$ cat src/rtl/dmem_arbiter.sv
// ============================================================================
// dmem_arbiter
// ----------------------------------------------------------------------------
// Shares one data memory between two requesters:
//   port 0 : processor load/store path
//   port 1 : DMA / loader path
// Requests are serialised with round-robin fairness. Each access walks
// IDLE -> REQ -> WAIT -> RESP: the strobe is held in REQ until the memory
// raises mem_busy, WAIT then holds until mem_busy falls, and RESP emits a
// one-cycle ack to the granted port. Read data is registered per port.
//
// Ports:
//   CLK, RESET            clock, synchronous active-high reset
//   rN_read / rN_write    request levels (write wins if both are high)
//   rN_addr / rN_wdata    request address / write data (latched in IDLE)
//   rN_rdata              registered read data for port N
//   rN_ack                one-cycle completion pulse
//   rN_busy               stall: request high and not completing this cycle
//   mem_read/mem_write    memory strobes (high only in REQ)
//   mem_addr/mem_wdata    latched address / write data
//   mem_rdata, mem_busy   memory read data and busy handshake
//   err                   sticky timeout flag
//
// Optional feature (macro DMEM_ARB_TIMEOUT_EN):
//   When defined, an access that stays in REQ+WAIT for TIMEOUT cycles is
//   aborted: it is acked, a read returns all ones, and err is set until
//   RESET. When undefined, REQ/WAIT wait forever and err is tied low.
// ============================================================================
module dmem_arbiter #(
    parameter int ADDR_W  = 8,
    parameter int DATA_W  = 8,
    parameter int TIMEOUT = 64
) (
    input  logic              CLK,
    input  logic              RESET,
    input  logic              r0_read,
    input  logic              r0_write,
    input  logic [ADDR_W-1:0] r0_addr,
    input  logic [DATA_W-1:0] r0_wdata,
    output logic [DATA_W-1:0] r0_rdata,
    output logic              r0_ack,
    output logic              r0_busy,
    input  logic              r1_read,
    input  logic              r1_write,
    input  logic [ADDR_W-1:0] r1_addr,
    input  logic [DATA_W-1:0] r1_wdata,
    output logic [DATA_W-1:0] r1_rdata,
    output logic              r1_ack,
    output logic              r1_busy,
    output logic              mem_read,
    output logic              mem_write,
    output logic [ADDR_W-1:0] mem_addr,
    output logic [DATA_W-1:0] mem_wdata,
    input  logic [DATA_W-1:0] mem_rdata,
    input  logic              mem_busy,
    output logic              err
);

    typedef enum logic [1:0] {
        S_IDLE = 2'd0,
        S_REQ  = 2'd1,
        S_WAIT = 2'd2,
        S_RESP = 2'd3
    } state_t;

    state_t r_state;
    state_t w_state_nxt;
    logic   r_grant;       // port currently being served
    logic   r_last_grant;  // port served most recently (resets to 1 so port 0 wins the first tie)
    logic   r_op_wr;       // 1 = write, 0 = read

    logic w_req0;
    logic w_req1;
    logic w_pick;
    logic w_pick_wr;
    logic w_active;
    logic w_done;
    logic w_tmo;
    logic w_abort;

    assign w_req0 = r0_read | r0_write;
    assign w_req1 = r1_read | r1_write;

    // Tie goes to the port that was not served last; otherwise the lone requester.
    assign w_pick    = (w_req0 & w_req1) ? ~r_last_grant : w_req1;
    // Write has priority over read on the same port.
    assign w_pick_wr = w_pick ? r1_write : r0_write;

    assign w_active = (r_state == S_REQ) || (r_state == S_WAIT);
    assign w_done   = (r_state == S_WAIT) && !mem_busy;
    // A normal completion in the same cycle as the timeout takes precedence.
    assign w_abort  = w_tmo && !w_done;

`ifdef DMEM_ARB_TIMEOUT_EN
    localparam int CNT_W = $clog2(TIMEOUT + 1);

    logic [CNT_W-1:0] r_tmo_cnt;
    logic             r_err;

    assign w_tmo = w_active && (r_tmo_cnt >= CNT_W'(TIMEOUT - 1));
    assign err   = r_err;

    always_ff @(posedge CLK) begin
        if (RESET) begin
            r_tmo_cnt <= '0;
            r_err     <= 1'b0;
        end else begin
            if (r_state == S_IDLE)
                r_tmo_cnt <= '0;
            else if (w_active)
                r_tmo_cnt <= r_tmo_cnt + 1'b1;
            if (w_abort)
                r_err <= 1'b1;
        end
    end
`else
    assign w_tmo = 1'b0;
    assign err   = 1'b0;
`endif

    // ------------------------------------------------------------------
    // Next-state logic
    // ------------------------------------------------------------------
    always_comb begin
        w_state_nxt = r_state;
        case (r_state)
            S_IDLE: begin
                if (w_req0 || w_req1)
                    w_state_nxt = S_REQ;
            end
            S_REQ: begin
                // Timeout is checked first so the counter cannot run past
                // the limit while the handshake is still pending.
                if (w_tmo)
                    w_state_nxt = S_RESP;
                else if (mem_busy)
                    w_state_nxt = S_WAIT;
            end
            S_WAIT: begin
                if (!mem_busy || w_tmo)
                    w_state_nxt = S_RESP;
            end
            S_RESP: begin
                w_state_nxt = S_IDLE;
            end
            default: begin
                w_state_nxt = S_IDLE;
            end
        endcase
    end

    // ------------------------------------------------------------------
    // State and datapath registers
    // ------------------------------------------------------------------
    always_ff @(posedge CLK) begin
        if (RESET) begin
            r_state      <= S_IDLE;
            r_grant      <= 1'b0;
            r_last_grant <= 1'b1;
            r_op_wr      <= 1'b0;
            mem_addr     <= '0;
            mem_wdata    <= '0;
            r0_rdata     <= '0;
            r1_rdata     <= '0;
        end else begin
            r_state <= w_state_nxt;

            // Address, data and op are frozen at grant; later changes on the
            // request lines are ignored until the next IDLE visit.
            if (r_state == S_IDLE && (w_req0 || w_req1)) begin
                r_grant   <= w_pick;
                r_op_wr   <= w_pick_wr;
                mem_addr  <= w_pick ? r1_addr  : r0_addr;
                mem_wdata <= w_pick ? r1_wdata : r0_wdata;
            end

            if (!r_op_wr) begin
                if (w_done) begin
                    if (r_grant) r1_rdata <= mem_rdata;
                    else         r0_rdata <= mem_rdata;
                end else if (w_abort) begin
                    if (r_grant) r1_rdata <= '1;
                    else         r0_rdata <= '1;
                end
            end

            if (r_state == S_RESP)
                r_last_grant <= r_grant;
        end
    end

    // ------------------------------------------------------------------
    // Outputs
    // ------------------------------------------------------------------
    assign mem_read  = (r_state == S_REQ) && !r_op_wr;
    assign mem_write = (r_state == S_REQ) &&  r_op_wr;

    assign r0_ack  = (r_state == S_RESP) && !r_grant;
    assign r1_ack  = (r_state == S_RESP) &&  r_grant;

    assign r0_busy = w_req0 && !r0_ack;
    assign r1_busy = w_req1 && !r1_ack;

endmodule

$ cat config.mk
export PLATFORM = sky130hd
export DESIGN_NAME = dmem_arbiter
export DESIGN_NICKNAME = d
export VERILOG_FILES = /design/src/rtl/dmem_arbiter.sv
export SDC_FILE = /design/constraint.sdc
export NUM_CORES = 1
export LEC_CHECK = 0
export CORE_MARGIN = 3
export CORE_UTILIZATION = 42
export CTS_BUF_LIST = sky130_fd_sc_hd__clkbuf_2 sky130_fd_sc_hd__clkbuf_4 sky130_fd_sc_hd__clkbuf_8
export CTS_CLUSTER_DIAMETER = 30
export CTS_CLUSTER_SIZE = 24
export DETAILED_ROUTE_END_ITERATION = 12
export PLACE_DENSITY = 0.83
export SLEW_MARGIN = 20
export SYNTH_ARGS = -nofsm -noshare
export SYNTH_HDL_FRONTEND = slang
export SYNTH_SLANG_ARGS = --single-unit
export TNS_END_PERCENT = 20
$ cat constraint.sdc
create_clock -name CLK -period 4.25 [get_ports CLK]
set_input_delay 0.85 -clock CLK [delete_from_list [all_inputs] [get_ports CLK]]
set_output_delay 0.85 -clock CLK [all_outputs]
set_load 0.03 [all_outputs]
==> qor.csv <==
metric,value,unit
layout filler cell count,320,
clk_lat worst skew,290,ps
synth unique cells,34,
vias per inst,5.252,
post-synthesis sequential area ratio,42.32,%
wire per inst,14.00,um
TritonCTS clock tree,yes,
async set or reset register ratio after synthesis,0,%
Slew HR,43.86,%
Crit path arrival time,2740,ps
top-count cell post-synth,dfxtp_1,
antenna-violating nets left,0,
hold crit path type,flop to flop,
initial antenna violation count,0,
hold slack,455.2,ps
IO buf count,84,
clock root cell,clkbuf_8,
Yosys top cell by area,dfxtp_1,
GRT Util Overall,18.59,%
Reg area,740.7,um^2
residual DRC count,0,
DP HPWL,3308,um
largest net degree at the start of global routing,35,
top cell type's share of synthesized area,42.32,%
die height,70.56,um
Clock Sinks,37,
main area contributors after synthesis,"dfxtp_1 42%, a31oi_1 6.1%, mux2i_1 5.1%, o21ai_0 5.1%, nand3_1 4.9%",
hold_buf cts,0,
clk_skew,6.903,ps
vias in the first global route,1616,
Worst Path Max Fanout,17,
Area Overhead vs Synth,53.11,%
required time worst endpoint,3400,ps
max-slew violations,0,
RSZ-0062 raised after global routing,no,
mapped cell area,1750,um^2
"Clk pin slew, worst setup/hold paths",80,ps
Worst R2R Setup Slack,2610,ps
maximum clock rate,0.2783,GHz
final wirelength,4551,um
Vias,1707,
final hold violation count,0,
Peak VDD IR,0.3441,mV
critical path class,input port to primary output,
status,completed,
CTS buffer count,5,
Initial DRT Pass Iterations,4,
max-cap viol count,0,
Initial Util,45.75,%
clock period minus worst slack,3593,ps
Max clock buf depth,2,
I/O pins,86,
Die ar.,4978,um^2
Main synth FF type,dfxtp_1,
fin nets,327,
layout cells sized above 1,8.303,%
global-route wire length before repair,7383,um
GRT overflow,0,
CTS resizes,0,
Pwr Density,565.7,nW/um^2
Syn Nets,250,
Post-synth top cells,"37 x dfxtp_1, 19 x nand2_1, 18 x o21ai_0, 17 x a31oi_1, 17 x nand3_1",
htree depth,2,
Core ar.,3826,um^2
Seq cells post-synth,37,
P_leak,0.0009554,uW
Die X,70.56,um
period utilization,84.54,%
number of synthesized flops with an enable pin,0,
Post-CTS Setup Bufs,0,
DRT iter0 DRCs,59,
Mapped Cells,199,
crit end category,primary output,
GPL Wtd Cong,0.7642,
"Setup violations, final",0,
multi-input combinational cell area,878.3,um^2
Worst setup SP type,input port,
Post-Syn Area per Cell,8.796,um^2
FP Rows,22,
Worst-Margin Slew,839.0,ps
Final TNS setup,0,ps
# diodes,0,
Synth warnings,0,
-- worst max-delay path: stages --
cell	delay, ps
clkdlybuf4s50_1	500
nor2_1	680
nor2_1	80
clkdlybuf4s50_1	630
-- routing by layer --
layer	wire, um	vias up	global-route usage [%]
li1	-	860	-
met1	1907	763	20.98
met2	2030	76	29.94
met3	549	8	10.23
met4	64	0	6.263
met5	0	-	0
-- cell families (layout without fill, tap and decap cells) --
logic type | Yosys count | count (layout) | share of synthesized area (%)
AO/OA/AOI/OAI | 67 | 67 | 24.09
adder cells (fa/ha/maj) | 4 | 4 | 2.859
other | 1 | 1 | 0.2142
multiplexers | 9 | 9 | 5.147
buffers and inverters | 20 | 98 | 7.863
AND/OR/NAND/NOR | 61 | 61 | 17.51
flip-flops | 37 | 37 | 42.32
-- final cells by class --
| cell class | instances | share of cell area, % |
|---|---|---|
| Timing Repair Buffer | 85 | 31.65 |
| Clock inverter | 3 | 2.428 |
| Tap cell | 48 | 2.241 |
| Inverter | 5 | 0.7003 |
| Multi-Input combinational cell | 142 | 32.77 |
| Sequential cell | 37 | 27.64 |
| Clock buffer | 5 | 2.568 |
-- final timing paths --
path                            start                  endpoint  cells after the start
max                          r1_write                   r1_busy                      4
min          r0_rdata[7]$_SDFFE_PP0P_  r0_rdata[7]$_SDFFE_PP0P_                      2
max reg2reg   r_state[0]$_SDFFE_PP0P_  r0_rdata[2]$_SDFFE_PP0P_                      5
min reg2reg  r0_rdata[7]$_SDFFE_PP0P_  r0_rdata[7]$_SDFFE_PP0P_                      2
-- sequential cells by signal, indices dropped and copies added, names as in the netlist --
signal        cells
r0_rdata          8
r_last_grant      1
r_op_wr           1
mem_wdata         8
r_grant           1
mem_addr          8
r_state           2
r1_rdata          8
-- through the flow --
step	power (uW)	cells	cell area [um^2]	util, %	setup slack [ps]
floorplan	941.1	199	1750	-	1915
global placement	1157	317	2546	66.55	701.2
detailed placement	1165	317	2546	66.55	619.0
CTS	1531	325	2680	70.05	617.1
global route	1600	325	2680	70.05	517.6
finish	1516	325	2680	70.05	657.0
-- report_power, final --
group	switching, uW	total (uW)	internal [uW]
sequential	62.7	498	435
combinational	374	657	283
clock	129	362	233
-- cell usage in the layout (no fill, tap or decap), drive strengths merged, types with 2 or more instances in the layout --
cell and count:
nand2b 3, nor2b 4, nor2 12, bufinv 2, dfxtp 37, o21a 2
inv 5, nand3 17, mux2i 9, ha 4, clkbuf 5, clkdlybuf4s50 84
a31oi 17, nand2 19, o21ai 33, a21oi 10
(Power assumes the default switching activity.)
